[config.mk]
export PLATFORM = sky130hd
export DESIGN_NAME = mant_mul_seq
export DESIGN_NICKNAME = d
export VERILOG_FILES = /design/src/rtl/mant_mul_seq.sv
export SDC_FILE = /design/constraint.sdc
export NUM_CORES = 2
export LEC_CHECK = 0
export BUFFER_PORTS_ARGS = -buffer_cell sky130_fd_sc_hd__clkbuf_2
export CAP_MARGIN = 20
export CORE_AREA = 4 4 548 550
export CTS_CLUSTER_DIAMETER = 40
export DETAILED_ROUTE_END_ITERATION = 8
export DIE_AREA = 0 0 552 554
export PLACE_DENSITY = 0.3
export SLEW_MARGIN = 0
export SYNTH_ARGS = -nofsm -noshare
export SYNTH_HDL_FRONTEND = slang
export SYNTH_SLANG_ARGS = --single-unit
[constraint.sdc]
create_clock -name clk -period 15.6 [get_ports clk]
set_input_delay 2.34 -clock clk [delete_from_list [all_inputs] [get_ports clk]]
set_output_delay 2.34 -clock clk [all_outputs]
set_load 0.005 [all_outputs]
[src/rtl/mant_mul_seq.sv]
`timescale 1ns/1ps
// Sequential mantissa multiplier: streams ROWS partial-product rows per pass into a
// shared external carry-save tree and folds its carry/sum pair into a 2N-bit accumulator.
//
// state | meaning
// IDLE  | waiting for operands, in_ready high
// RUN   | one pass per cycle, accumulating tree_t + tree_s
// DONE  | product held on out_valid until out_ready
module mant_mul_seq #(
  parameter int N    = 58,
  parameter int W    = 116,
  parameter int ROWS = 8
) (
  input  logic              clk,
  input  logic              rst,
  input  logic              in_valid,
  output logic              in_ready,
  input  logic [N-1:0]      a,
  input  logic [N-1:0]      b,
  input  logic              abort,
  output logic [ROWS*W-1:0] tree_rows,
  input  logic [W-1:0]      tree_t,
  input  logic [W-1:0]      tree_s,
  output logic              out_valid,
  input  logic              out_ready,
  output logic [W-1:0]      product,
  output logic              busy
);

  localparam int PASSES = (N + ROWS - 1) / ROWS;
  localparam int PW     = (PASSES > 1) ? $clog2(PASSES) : 1;
  localparam logic [PW-1:0] LAST_PASS = PW'(PASSES - 1);

  typedef enum logic [1:0] {
    IDLE = 2'd0,
    RUN  = 2'd1,
    DONE = 2'd2
  } state_t;

  state_t        state_q, state_d;
  logic [PW-1:0] pass_q, pass_d;
  logic [W-1:0]  acc_q, acc_d;
  logic [N-1:0]  a_q, a_d;
  logic [N-1:0]  b_q, b_d;

  logic [W-1:0]  a_ext;
  logic [N-1:0]  b_k;
  int            row_base;

  assign a_ext     = {{(W-N){1'b0}}, a_q};
  assign in_ready  = (state_q == IDLE) && !rst;
  assign out_valid = (state_q == DONE);
  assign product   = acc_q;
  assign busy      = (state_q != IDLE);

  // Row k of pass p carries multiplier bit r = p*ROWS+k; bits beyond N yield zero rows.
  always_comb begin
    tree_rows = '0;
    b_k       = '0;
    row_base  = int'(pass_q) * ROWS;
    if (state_q == RUN) begin
      for (int k = 0; k < ROWS; k++) begin
        b_k = b_q >> (row_base + k);
        if ((row_base + k < N) && b_k[0]) begin
          tree_rows[k*W +: W] = a_ext << (row_base + k);
        end
      end
    end
  end

  always_comb begin
    state_d = state_q;
    pass_d  = pass_q;
    acc_d   = acc_q;
    a_d     = a_q;
    b_d     = b_q;
    case (state_q)
      IDLE: begin
        if (in_valid && !abort) begin
          a_d     = a;
          b_d     = b;
          acc_d   = '0;
          pass_d  = '0;
          state_d = RUN;
        end
      end
      RUN: begin
        if (abort) begin
          acc_d   = '0;
          pass_d  = '0;
          state_d = IDLE;
        end else begin
          acc_d  = acc_q + tree_t + tree_s;
          pass_d = pass_q + PW'(1);
          if (pass_q == LAST_PASS) begin
            state_d = DONE;
          end
        end
      end
      DONE: begin
        // abort takes priority so a cancelled result is never handed over
        if (abort) begin
          acc_d   = '0;
          pass_d  = '0;
          state_d = IDLE;
        end else if (out_ready) begin
          state_d = IDLE;
        end
      end
      default: begin
        state_d = IDLE;
      end
    endcase
  end

  always_ff @(posedge clk or posedge rst) begin
    if (rst) begin
      state_q <= IDLE;
      pass_q  <= '0;
      acc_q   <= '0;
      a_q     <= '0;
      b_q     <= '0;
    end else begin
      state_q <= state_d;
      pass_q  <= pass_d;
      acc_q   <= acc_d;
      a_q     <= a_d;
      b_q     <= b_d;
    end
  end

endmodule

* Yosys cells after proc, flatten, opt, wreduce, memory -nomap -nowiden
Index checks and enable logic that the tools add are counted.
** Operators by class
- Shift-type cells :: 16
- Multiplexer cells :: 23
- Equality and inequality tests :: 7
- Reduce and logical (&&, ||, !) cells :: 18
- $add $sub $neg :: 10
- Order comparisons :: 8
** Operators with widths (number)
- $mux W116 :: 11
- $mux W928 :: 1
- $shl A58 B7 Y116 :: 7
- $shr A58 B32 Y1 :: 7
- $pmux W116 S3 :: 1
- $add A116 B116 Y116 :: 2
- $lt A32 B7 Y1 const B :: 7
- $shl A58 B6 Y116 :: 1
- $shr A58 B6 Y1 :: 1
- $add A6 B3 Y7 const B :: 4
- $add A6 B2 Y7 const B :: 2
- $logic_and A1 B1 Y1 :: 10
- $mux W2 :: 5
- $mux W3 :: 3
- $pmux W3 S3 :: 1
- $add A6 B1 Y7 const B :: 1
- $lt A6 B6 Y1 const B :: 1
- $ne A3 B2 Y1 const B :: 2
- $pmux W2 S3 :: 1
- $reduce_and A3 Y1 :: 2
- $add A3 B1 Y3 const B :: 1
- $eq A3 B3 Y1 const B :: 1
- $reduce_bool A3 Y1 :: 1
- $eq A2 B1 Y1 const B :: 1
- other kinds (7) :: 8
** Storage, ports and cells
- Input bits :: 353
- Flip-flop bits (word level) :: 237
- Word-level logic and storage cells :: 87

* Logic depth before layout (Yosys ltp)
- Depth in word-level cells :: 5
- Gate-level depth with buffers :: 15

* Worst setup path after synthesis
No wires, ideal clock.
- Path type :: input port to flip-flop
- From :: input port tree_t[1]
- To :: register acc_q[107] (netlist: product[107])
- Setup time :: 134 ps
- Cell stages on the path :: 14
- Required time :: 15466 ps
- Path buffers :: 0
- Data arrival time :: 5400 ps
- Setup slack :: 10067 ps
- Cell sequence :: fa_1 > ha_1 > fa_1 > a211oi_1 > o211ai_1 > a21boi_1 > o21ai_0 > a32oi_1 > a21oi_1 > o21ai_0 > nand3_1 > a21boi_0 > xor2_1 > o21ai_0
** On the way
- Longest elaborated chain between the ends :: 4
** Ends and longest elaborated chain
- start: declaration :: RTL line 22 : input logic [W-1:0] tree_t,
- $add A116 B116 Y116 (2 in series) :: RTL line 93 : acc_d = acc_q + tree_t + tree_s;
- $mux W116 :: RTL line 88 : if (abort) begin
- $pmux W116 S3 :: RTL line 77 : case (state_q)
- end signal: assignment :: RTL line 120 : acc_q <= '0;
- end signal: assignment :: RTL line 126 : acc_q <= acc_d;
- end: declaration :: RTL line 42 : logic [W-1:0] acc_q, acc_d;
Every way passes these cells.
A chain may end at the register's enable or synchronous reset.

* Final worst setup path
- From :: register pass_q[1]
- To :: output port tree_rows[226]
** On the way
- Longest elaborated chain between the ends :: 5
** Ends and longest elaborated chain
- start: declaration :: RTL line 41 : logic [PW-1:0] pass_q, pass_d;
- start signal: assignment :: RTL line 125 : pass_q <= pass_d;
- $add A6 B1 Y7 (*) :: RTL line 63, 64, 65
- $lt A32 B7 Y1 or $shr A58 B32 Y1 (tied branches) :: RTL line 64, 63
- $logic_and A1 B1 Y1 :: RTL line 64 : if ((row_base + k < N) && b_k[0]) begin
- $mux W116 (*) :: RTL line 64
- $mux W928 (*) :: RTL line 61 : if (state_q == RUN) begin
- end: declaration :: RTL line 21 : output logic [ROWS*W-1:0] tree_rows,
Every way passes the cells marked *; elsewhere a longest branch is shown, timed or not.

==> impl_results.md <==
* Status: finished clean
* Die Ht at 554 um
* RSZ-0062 raised after global routing: false
* Worst hold path type: reg2reg
* Worst-path clk slew at around 0.05 ns
* Crit Path Class: reg2out
* Top cells by count, synth: 957 x nor2_1, 310 x nand2_1, 237 x dfrtp_1
* Post-CTS resize count at 0
* GP Congestion at around 0.8
* Launch point of the worst path: pass_q[1]
* Internal Pwr Total at roughly 3.5 mW
* First-pass GRT wire length at roughly 300,000 um
* Final Max Tran Viols at 0
* Final nets at 5,174
* Worst skew pair latency at 0.77 ns
* FF-to-FF Start: product[1]
* Combinational Power Share at 0.593
* Maxcap violations at 0
* Post-CTS Setup Bufs at 0
* Worst-path fanout max at 47
* Sequential area share after synthesis at 0.238
* Setup ws final at ~8.4 ns
* Setup TNS at 0 ns
* DRT Wirelength at 230,000 um
* Dpl hpwl at about 190,000 um
* Cts bufs inserted at around 90
* Power per cell area at approximately 180 mW/mm^2
* Worst EP required at around 13 ns
* Overall Global Routing Usage at 0.143
* Largest net degree at the start of global routing at between 100 and 150
* Total grt overflow at 0
* DP Worst Slack at 8.54 ns
* Post-route ant nets at 0
* Core Area at ~0.3 mm^2
* Top Ports at approximately 1,400
* Initial Util at 0.0843
* Period Utilization, post-route at 0.462
* Post-layout minimum cycle time at 7.21 ns
* Crit path DAT at approximately 4.9 ns
* Die X-Extent at 552 um
* Routed WL per cell at 26.7 um
* Largest cells by area after synthesis: dfrtp_1 24%, nor2_1 14%, fa_1 9.3%
* Area leader, netlist: dfrtp_1
* Yosys top cell area share at 0.238
* Synthesized instance count at ~3,300
* Skew final at around 0.070 ns
* Initial DRT Pass Iterations at 5
* Row count at 200
* Maximum vdd drop at 0.0823 mV
* Initial antenna violation count at slightly below 80
* Root buffer cell: clkbuf_16
* Critical Path Sink: tree_rows[226]
* Net switching power at ~3.6 mW
* Top-count cell post-synth: nor2_1
* Synth-to-Final Area Change at 59.5%
* DR vias at about 31,000
* Hold Vio Cnt, Final at 0
* # H-tree levels at 3
* Final setup vio count at 0
* CP Capture Type: output port
* Register bit total from synthesis at ~240
* Actual slew at the worst max-slew pin at between 1 and 1.5 ns
* Layout cells sized above 1 at 0.396
* Netlist cell types at a little under 80
* R2R setup slack at ~11 ns
* Clock Power Share at 0.255
* Max clock buf depth at 4
* Relative slew slack at 0.194
* Worst reg2reg path depth at 15
* CTS tree: done
* Dominant synthesized flop cell: dfrtp_1
* Reg power frac at 0.152
* Post-synth ARST share at 1.00
* Hold buffer count at CTS at 0
* Synth Warn # at 0
* Iter 0 DRT Violations at roughly 2,200
* Switch share at 0.511
* Number of global-route vias before repair at around 31,000
* Static Leak at between 15 and 20 nW
* Port bufs at between 1,000 and 1,500
* Worst r2r dst: product[107]
* DRC viols at 0
* Number of clock sinks at 237
* Synth Area per Inst at about 7.6 um^2
* Area of the mapped netlist at approximately 0.025 mm^2
* Post-synth EDFFs at 0
* Vias/cell at around 3.6
* Die ar. at between 0.3 and 0.4 mm^2
* Crit path launch type: register
* Maximum clock frequency at 0.139 GHz
[area by class of cell]
class,count,area (um^2)
clock buffers,120,2510
well taps,3939,4930
fillers,34400,256000
flip-flops and latches,237,5940
inverters,41,161
diodes,8,20.0
multi-input cells,2763,18000
clock inverters,35,455
repair buffers,1458,7720
[critical path, cell delays in order, from the launching register on]
cell	delay [ns]
dfrtp_4	0.79
buf_4	0.46
mux4_2	0.42
mux2i_4	0.15
buf_4	0.40
buf_4	0.51
buf_4	0.51
nor2_1	0.31
and2_1	0.25
clkbuf_2	0.11
[placed cells by master, fill, tap and decap left out, types with 19 or more instances in the layout]
cell	n
clkbuf_2	1335
nor2_1	955
nand2_1	309
dfrtp_1	234
o21ai_0	210
a21oi_1	189
mux2_2	140
fa_1	116
ha_1	116
buf_4	116
clkbuf_16	88
conb_1	64
xnor2_1	63
nand4_1	56
xor2_1	46
o21bai_1	42
mux2i_1	41
inv_1	40
a21o_1	31
a22oi_2	31
and2_1	25
a22o_1	21
nor3_1	21
mux4_2	20
a22oi_1	20
clkbuf_8	19
[worst min-delay path by stage]
stage                     slack, ns  cells past startpoint    start      end
after floorplan                0.48                      1  b_q[16]  b_q[16]
after global placement         0.49                      1  b_q[23]  b_q[23]
after detailed placement       0.49                      1  b_q[22]  b_q[22]
after CTS                      0.50                      1  b_q[22]  b_q[22]
after global routing           0.51                      1  b_q[22]  b_q[22]
final                          0.50                      1  b_q[19]  b_q[19]
[per-stage QoR]
stage	power, mW	area [um^2]	hold WS, ns	util	cells
finish	7.11	39800	0.500	0.134	8601
global route	7.60	39800	0.507	0.134	8598
CTS	7.22	39700	0.503	0.134	8591
detailed placement	5.31	36700	0.493	0.124	8436
global placement	5.33	36600	0.486	0.124	8431
floorplan	3.36	25200	0.475	-	3335
[cell families (layout without fill, tap and decap cells)]
logic type                 after synthesis  count (layout)  share of synthesized area
AOI/OAI and AO/OA                      683             683                      0.170
and+or+nand+nor                       1466            1466                      0.241
muxes                                  209             209                      0.101
xor gates and xnor gates               109             109                     0.0383
adders and majority gates              232             232                      0.151
DFF                                    237             237                      0.238
buffers and inverters                  335            1654                     0.0609
other                                    1              72                   0.000150
[sequential cells by signal (all words and copies together) (netlist names)]
| register | flops |
|---|---|
| pass_q | 3 |
| product | 116 |
| a_q | 58 |
| b_q | 58 |
| state_q | 2 |
[metal layers]
metal / global-route usage / share of wire
met2: 0.256 / 0.50
met3: 0.0348 / 0.066
met1: 0.159 / 0.38
met5: 0 / 0.00027
met4: 0.0645 / 0.052
[power groups by stage]
stage	clock network (mW)	registers, mW	logic (mW)
global placement	0	1.10	4.24
floorplan	0	0.943	2.41
detailed placement	0	1.10	4.22
finish	1.81	1.08	4.22
global route	1.91	1.11	4.58
CTS	1.89	1.09	4.24
Note: power is estimated with default switching activity, not from simulation.
